--- src/rtl/car_alarm_pkg.sv ---
// Shared types and default timing for the car alarm controller.
// State encoding is visible on the debug port, so the values are fixed.
package car_alarm_pkg;

  typedef enum logic [2:0] {
    ST_DISARMED   = 3'd0,
    ST_ARMING     = 3'd1,
    ST_ARMED      = 3'd2,
    ST_ENTRY      = 3'd3,
    ST_ALARM      = 3'd4,
    ST_WAIT_CLOSE = 3'd5
  } state_t;

  localparam int DEF_N_DOORS     = 4;
  localparam int DEF_CNT_W       = 4;
  localparam int DEF_ARM_DELAY   = 4;
  localparam int DEF_ENTRY_DELAY = 6;
  localparam int DEF_ALARM_TIME  = 8;

  // Owner is considered away (system live) in every state past ARMING.
  function automatic logic is_armed_state(input state_t s);
    return (s == ST_ARMED) || (s == ST_ENTRY) || (s == ST_ALARM) || (s == ST_WAIT_CLOSE);
  endfunction

endpackage

--- src/rtl/car_alarm_ctrl_delay_counter.sv ---
// Loadable down-counter used for the arming, entry and siren delays.
// Load wins over enable; decrementing stops at zero so the count never wraps.
module delay_counter #(
  parameter int CNT_W = 4
) (
  input  logic             clock,
  input  logic             reset,
  input  logic             load,
  input  logic [CNT_W-1:0] load_val,
  input  logic             en,
  output logic [CNT_W-1:0] count,
  output logic             zero
);

  logic [CNT_W-1:0] count_q, count_d;

  always_comb begin
    count_d = count_q;
    if (load) begin
      count_d = load_val;
    end else if (en && (count_q != '0)) begin
      count_d = count_q - 1'b1;
    end
  end

  always_ff @(posedge clock or posedge reset) begin
    if (reset) begin
      count_q <= '0;
    end else begin
      count_q <= count_d;
    end
  end

  assign count = count_q;
  assign zero  = (count_q == '0);

endmodule

--- src/rtl/car_alarm_ctrl.sv ---
// N-door vehicle alarm: auto-arm after a quiet delay, entry grace, bounded siren.
// Optional trigger-door log is built when CAR_ALARM_TRIGLOG_EN is defined.
module car_alarm_ctrl
  import car_alarm_pkg::*;
#(
  parameter int N_DOORS     = DEF_N_DOORS,
  parameter int CNT_W       = DEF_CNT_W,
  parameter int ARM_DELAY   = DEF_ARM_DELAY,
  parameter int ENTRY_DELAY = DEF_ENTRY_DELAY,
  parameter int ALARM_TIME  = DEF_ALARM_TIME
) (
  input  logic               clock,
  input  logic               reset,
  input  logic [N_DOORS-1:0] door,
  input  logic               ignicao,
  output logic               alarme,
  output logic               armed,
  output logic [CNT_W-1:0]   count,
  output logic [2:0]         state_o,
  output logic [N_DOORS-1:0] trig_door
);

  localparam logic [CNT_W-1:0] ARM_V   = CNT_W'(ARM_DELAY - 1);
  localparam logic [CNT_W-1:0] ENTRY_V = CNT_W'(ENTRY_DELAY - 1);
  localparam logic [CNT_W-1:0] ALARM_V = CNT_W'(ALARM_TIME - 1);

  state_t           state_q, state_d;
  logic             door_any;
  logic             cnt_load, cnt_en, cnt_zero;
  logic [CNT_W-1:0] cnt_load_val;
  logic [CNT_W-1:0] cnt_value;

  assign door_any = |door;

  delay_counter #(.CNT_W(CNT_W)) u_delay (
    .clock    (clock),
    .reset    (reset),
    .load     (cnt_load),
    .load_val (cnt_load_val),
    .en       (cnt_en),
    .count    (cnt_value),
    .zero     (cnt_zero)
  );

  always_comb begin
    state_d      = state_q;
    cnt_load     = 1'b0;
    cnt_load_val = '0;
    cnt_en       = 1'b0;
    case (state_q)
      ST_DISARMED: begin
        if (!door_any) begin
          state_d      = ST_ARMING;
          cnt_load     = 1'b1;
          cnt_load_val = ARM_V;
        end
      end
      ST_ARMING: begin
        if (door_any) begin
          cnt_load     = 1'b1;
          cnt_load_val = ARM_V;
        end else if (cnt_zero) begin
          state_d = ST_ARMED;
        end else begin
          cnt_en = 1'b1;
        end
      end
      ST_ARMED: begin
        if (door_any) begin
          state_d      = ST_ENTRY;
          cnt_load     = 1'b1;
          cnt_load_val = ENTRY_V;
        end
      end
      // Closing the door again does not abort the grace period.
      ST_ENTRY: begin
        if (cnt_zero) begin
          state_d      = ST_ALARM;
          cnt_load     = 1'b1;
          cnt_load_val = ALARM_V;
        end else begin
          cnt_en = 1'b1;
        end
      end
      ST_ALARM: begin
        if (cnt_zero) begin
          state_d = door_any ? ST_WAIT_CLOSE : ST_ARMED;
        end else begin
          cnt_en = 1'b1;
        end
      end
      ST_WAIT_CLOSE: begin
        if (!door_any) begin
          state_d = ST_ARMED;
        end
      end
      default: begin
        state_d = ST_DISARMED;
      end
    endcase
    // Ignition overrides everything and leaves the counter parked at zero.
    if (ignicao) begin
      state_d      = ST_DISARMED;
      cnt_load     = 1'b1;
      cnt_load_val = '0;
      cnt_en       = 1'b0;
    end
  end

  always_ff @(posedge clock or posedge reset) begin
    if (reset) begin
      state_q <= ST_DISARMED;
    end else begin
      state_q <= state_d;
    end
  end

  assign alarme  = (state_q == ST_ALARM);
  assign armed   = is_armed_state(state_q);
  assign count   = cnt_value;
  assign state_o = state_q;

`ifdef CAR_ALARM_TRIGLOG_EN
  logic [N_DOORS-1:0] trig_q, trig_d;

  always_comb begin
    trig_d = trig_q;
    if ((state_q == ST_ARMED) && (state_d == ST_ENTRY)) begin
      trig_d = door;
    end else if ((state_q == ST_ENTRY) || (state_q == ST_ALARM)) begin
      trig_d = trig_q | door;
    end
    if (state_d == ST_DISARMED) begin
      trig_d = '0;
    end
  end

  always_ff @(posedge clock or posedge reset) begin
    if (reset) begin
      trig_q <= '0;
    end else begin
      trig_q <= trig_d;
    end
  end

  assign trig_door = trig_q;
`else
  assign trig_door = '0;
`endif

endmodule

--- config.mk ---
export PLATFORM = sky130hd
export DESIGN_NAME = car_alarm_ctrl
export DESIGN_NICKNAME = d
export VERILOG_FILES = /design/src/rtl/car_alarm_pkg.sv /design/src/rtl/car_alarm_ctrl_delay_counter.sv /design/src/rtl/car_alarm_ctrl.sv
export SDC_FILE = /design/constraint.sdc
export NUM_CORES = 1
export LEC_CHECK = 0
export BUFFER_PORTS_ARGS = -buffer_cell sky130_fd_sc_hd__buf_2
export CAP_MARGIN = 20
export CORE_ASPECT_RATIO = 0.8
export CORE_MARGIN = 8
export CORE_UTILIZATION = 28
export DETAILED_ROUTE_END_ITERATION = 10
export PLACE_DENSITY = 0.5
export SLEW_MARGIN = 10
export SYNTH_ARGS = -nofsm -noshare
export SYNTH_HDL_FRONTEND = slang
export SYNTH_SLANG_ARGS = --single-unit
export TNS_END_PERCENT = 20
--- constraint.sdc ---
create_clock -name clock -period 2.05 [get_ports clock]
set_clock_uncertainty 0.05 [all_clocks]
set_input_delay 0.41 -clock clock [delete_from_list [all_inputs] [get_ports clock]]
set_output_delay 0.41 -clock clock [all_outputs]
set_load 0.01 [all_outputs]
== Word level (Yosys, flattened, before mapping) ==
Cells that the tools add are included.
Word-level totals
  input bits: 7
  output and inout port bits: 13
  flip-flop bits (word level): 7
  memory bits (read-only): 0
  RAM bits: 0
  logic and storage cells: 54
  memories: 0
  latch bits: 0
Operators by class
  multiply operators: 0
  magnitude comparators: 0
  bitwise gates (word level): 0
  multiplexer cells: 27
  reduce and logical (&&, ||, !) cells: 12
  shifts and indexed selects: 0
  add/sub/neg operators: 1
  equal/unequal tests: 12
  div/mod/pow operators: 0
Operator list (count)
  $mux W3: 11
  $ne A3 B3 Y1 const B: 6
  $pmux W3 S6: 1
  $mux W4: 3
  $pmux W3 S4: 1
  $mux W1: 7
  $reduce_and A7 Y1: 1
  $eq A3 B2 Y1 const B: 2
  $eq A3 B3 Y1 const B: 2
  $logic_not A4 Y1: 1
  $mux W2: 2
  $reduce_bool A4 Y1: 1
  $reduce_or A2 Y1: 2
  $reduce_or A4 Y1: 1
  $sub A4 B1 Y4 const B: 1
  $eq A3 B1 Y1 const B: 1
  $logic_not A3 Y1: 1
  $logic_or A1 B1 Y1: 3
  $ne A3 B2 Y1 const B: 1
  $pmux W1 S3: 1
  $pmux W1 S2: 1
  $reduce_bool A2 Y1: 1
  $logic_and A1 B1 Y1: 1

== Depth between registers and ports, before layout ==
  depth in word-level cells: 8
  gate-level depth with buffers: 7
  depth with buffers taken out: 7

== Cells and area by module ==
A second synthesis with hierarchy kept.
Unflattened totals
  cells, all modules: 75
  area total of the unflattened synthesis: 604.3 sq um
Modules (own cells, without submodules)
  car_alarm_ctrl: times used 1, area each 342.8 sq um, cells each 47
  delay_counter: times used 1, area each 261.5 sq um, cells each 28

== Worst setup path after synthesis ==
No wires, ideal clock.
  kind: reg-to-reg
  start: register u_delay.count_q[0], in the netlist u_delay.count[0]
  end: register u_delay.count_q[2], in the netlist u_delay.count[2]
  cell stages (with the launch flop): 8
  arrival: 1669 ps
  setup time: 111 ps
  period minus slack after synthesis: 1830 ps
  buffers on the path: 0
  path slack: 220 ps
  data required time: 1889 ps
  path through: dfrtp_1 > inv_1 > ha_1 > nor3b_4 > a31oi_2 > a32oi_4 > nor3_1 > a2111oi_2
Between the ends
  word-level cells in the longest chain between the ends: 7
  elaborated cells on any way between the ends: 17
  classes of those cells: add/sub: 1; mux: 12; reduce/logical: 4
RTL lines
  from (decl): line car_alarm_ctrl_delay_counter.sv:15  | logic [CNT_W-1:0] count_q, count_d;
  from (signal assigned): line car_alarm_ctrl_delay_counter.sv:30  | count_q <= count_d;
  $logic_not A4 Y1: line car_alarm_ctrl_delay_counter.sv:35  | assign zero = (count_q == '0);
  $mux W1: line car_alarm_ctrl.sv:62, car_alarm_ctrl.sv:77, car_alarm_ctrl.sv:86
  $mux W1: line car_alarm_ctrl.sv:59  | if (door_any) begin
  $pmux W1 S2: line car_alarm_ctrl.sv:50  | case (state_q)
  $mux W1: line car_alarm_ctrl.sv:102  | if (ignicao) begin
  $logic_and A1 B1 Y1: line car_alarm_ctrl_delay_counter.sv:21  | end else if (en && (count_q != '0)) begin
  $reduce_bool A2 Y1 (no source line)
Several ways; a longest one is shown, not always the timed one. The select of a mux whose other input is x is not followed.
A chain may end at the register's enable or synchronous reset.

== Worst setup path in the final report ==
  start: register state_q[1], in the netlist state_o[1]
  end: output alarme
Between the ends
  word-level cells in the longest chain between the ends: 1
RTL lines
  from (decl): line car_alarm_ctrl.sv:27  | state_t state_q, state_d;
  from (signal assigned): line car_alarm_ctrl.sv:114  | state_q <= state_d;
  $eq A3 B3 Y1: line car_alarm_ctrl.sv:118  | assign alarme = (state_q == ST_ALARM);
  to (decl): line car_alarm_ctrl.sv:16  | output logic alarme,
Every way passes these cells.

==> results.cfg <==
[setup_path]
worstSetupEndpointType = primary output
cp_max_fo = 14
setup.worst_path.start_class = flip-flop
worstSetupPathType = flip-flop to primary output
timing.critical_path.arrival_ns = 1.40
crit_required_ns = 1.59

[detailed_routing]
post_detailed_route_drc_marker_count = 0
totalWireLength_mm = 1.42
vias = 565
drtIter0Drc = 8
vias_per_cell = 4.87
routedWlPerCell_microns = 12.3
drtAntennaViolNets = 0
drt_pass1_iterations = 4

[power]
power.leakage_nw = 0.337
powerDensity_mw_per_mm2 = 508
internal_mw = 0.265
share_seq_of_total_power_pct = 40.4
largest_voltage_drop_on_the_vdd_net_mv = 0.317
power_switching_share_pct = 31.6
pwr-share-comb_pct = 26.8
p_clk_share_pct = 32.8
power_switching_mw = 0.122

[synth]
synth-adder-area-share_pct = 1.87
post_synth_xor_area_fraction_pct = 6.55
dominant_combinational_cell_family_by_area_after_synthesis = compound AO/OA/AOI/OAI gates
synth.mux.area_fraction_pct = 0
synthesis.area_per_instance_sq_um = 9.03
synth_enable_flop_cells = 0
synth.yosys.seq_area_share_pct = 26.2
ys_seq_elements = 7
synth-warning-count = 0
synth_simple_gate_area_share_pct = 25.5
mappedNetlistArea_sq_um = 668
synthArstFlopShare_pct = 100
synth.top_cells.by_area = sky130_fd_sc_hd__dfrtp_1 (26%), sky130_fd_sc_hd__buf_4 (5.6%), sky130_fd_sc_hd__a32oi_4 (4.1%), sky130_fd_sc_hd__xnor2_1 (3.9%), sky130_fd_sc_hd__nor4_4 (3.2%)
yosys.cell_types.count = 39
synth_ff_type = sky130_fd_sc_hd__dfrtp_1
synthDominantCellAreaShare_pct = 26.2
synth_cells = 74
synth-compound-area-share_pct = 27.3
synth_top_cell_by_area = sky130_fd_sc_hd__dfrtp_1

[min_path]
worst_hold_path_type = primary input to async pin

[clock_network]
clkSinkCount = 7
cts.hold.buffers_added = 0
cts_max_path_buffers = 2
cts_setup_buffers = 0
cts_tree = yes
number_of_cts_inserted_buffers = 3
cells_resized_by_post_cts_repair = 0
clk_pin_slew_worst_paths_ns = 0.06
ctsRootBufferMaster = sky130_fd_sc_hd__clkbuf_4
cts_max_level = 1
clock_network_latency_to_the_later_pin_of_the_worst_skew_pair_ns = 0.25

[floorplan]
horizontal_die_dimension_microns = 70.6
ios = 20
die_h_microns = 59.7
coreArea_sq_mm = 0.00236
row_count = 16
floorplan.die_area_sq_mm = 0.00422
initial_utilization_pct = 28.3

[global_route]
grt_max_degree = 15
global_route.usage.total_pct = 6.86
grt_first_pass_wirelength_mm = 2.38
antenna_found_initial = 0
grt_overflow = 0
first_global_vias = 543

[run]
cap_violations = 0

[final_layout]
fin_nets = 98
antenna_fix_cells = 0
drive_gt1_share_pct = 38.2
mostFrequentLayoutCells = sky130_fd_sc_hd__buf_2 (15), sky130_fd_sc_hd__dfrtp_1 (7), sky130_fd_sc_hd__nor2_1 (5), sky130_fd_sc_hd__inv_1 (5)
area_growth_pct = 14.0
commonest_non_fill_non_tap_cell_in_the_layout = sky130_fd_sc_hd__buf_2

[place]
dpl.hpwl_mm = 1.15
port-buffer-count = 15
final_wtd_congestion = 0.748

[timing]
finalHoldViolCount = 0
timing.final.setup_violations = 0
finalSetupTns_ns = 0
hold-worst-slack_ns = 0.0260
fin_crit_period_ns = 1.86
timing.final.max_slew_violations = 0
post-route-period-util_pct = 90.7
unrepaired_setup_endpoints_after_global_routing = false
maxClockFrequency_mhz = 538

[status]
outcome = finished, final reports clean
## Yosys cell counts, types with 2 or more instances
library cell / count
sky130_fd_sc_hd__a211oi_1: 2
sky130_fd_sc_hd__nand2_2: 2
sky130_fd_sc_hd__nand3_1: 2
sky130_fd_sc_hd__xor2_1: 2
sky130_fd_sc_hd__nor2b_1: 2
sky130_fd_sc_hd__o22ai_1: 2
sky130_fd_sc_hd__nand2_1: 4
sky130_fd_sc_hd__buf_4: 5
sky130_fd_sc_hd__o21ai_0: 3
sky130_fd_sc_hd__a21oi_1: 4
sky130_fd_sc_hd__dfrtp_1: 7
sky130_fd_sc_hd__nor3_1: 2
sky130_fd_sc_hd__xnor2_1: 3
sky130_fd_sc_hd__nor2_1: 5
sky130_fd_sc_hd__inv_1: 5
## stage by stage
| stage | setup WS, ns | area, sq um | utilization [%] | instances | power, mW |
|---|---|---|---|---|---|
| after global routing | 0.0277 | 762 | 32.3 | 116 | 0.412 |
| after global placement | 0.213 | 734 | 31.1 | 112 | 0.265 |
| after floorplan | 0.220 | 679 | - | 77 | 0.236 |
| after detailed placement | 0.176 | 734 | 31.1 | 112 | 0.264 |
| final | 0.191 | 762 | 32.3 | 116 | 0.387 |
| after CTS | 0.174 | 762 | 32.3 | 116 | 0.391 |
## sequential cells by signal, indices dropped and copies added, names as in the netlist
| register | count |
|---|---|
| state_o | 3 |
| u_delay.count | 4 |
## worst paths after layout
kind / end / depth (start not counted) / slack (ns) / start
max: alarme / 4 / 0.19 / state_o[1]
min: state_o[0] / 2 / 0.03 / reset
max reg2reg: u_delay.count[2] / 7 / 0.20 / u_delay.count[0]
min reg2reg: u_delay.count[1] / 1 / 0.53 / u_delay.count[1]
max in group asynchronous: u_delay.count[2] / 2 / 1.71 / reset
min in group clock: u_delay.count[0] / 2 / 0.39 / ignicao
## area by class of cell
| type | instances | area (sq um) |
|---|---|---|
| sequential | 7 | 175 |
| clock inverter | 1 | 5.00 |
| inverter | 5 | 18.8 |
| tap | 27 | 33.8 |
| timing repair buffer | 16 | 82.6 |
| fill | 259 | 1600 |
| clock buffer | 3 | 22.5 |
| multi-input combinational | 57 | 424 |
## metal layers
layer,up-vias,routed length (microns),GRT usage (%)
met2,13,688,11.9
met4,0,0,0
met5,-,0,0
met1,266,666,8.03
li1,286,-,-
met3,0,66,3.18
## power groups by stage
stage                     Sequential [mW]  Combinational [mW]  Clock [mW]
after floorplan                     0.159              0.0765           0
after global placement              0.159               0.106           0
after detailed placement            0.159               0.104           0
after CTS                           0.157               0.105       0.130
after global routing                0.158               0.115       0.138
final                               0.157               0.104       0.127
## cells by family after synthesis
logic type | Yosys count
xor gates and xnor gates | 5
buffers and inverters | 13
adders and majority gates | 1
other | 1
AOI/OAI and AO/OA | 21
and+or+nand+nor | 26
DFF | 7
## critical path, cell delays in order (launching register included)
cell,delay [ns]
sky130_fd_sc_hd__dfrtp_1,0.55
sky130_fd_sc_hd__nor2_1,0.25
sky130_fd_sc_hd__nand2_1,0.14
sky130_fd_sc_hd__inv_1,0.08
sky130_fd_sc_hd__buf_2,0.13
Note: power is estimated with default switching activity, not from simulation.
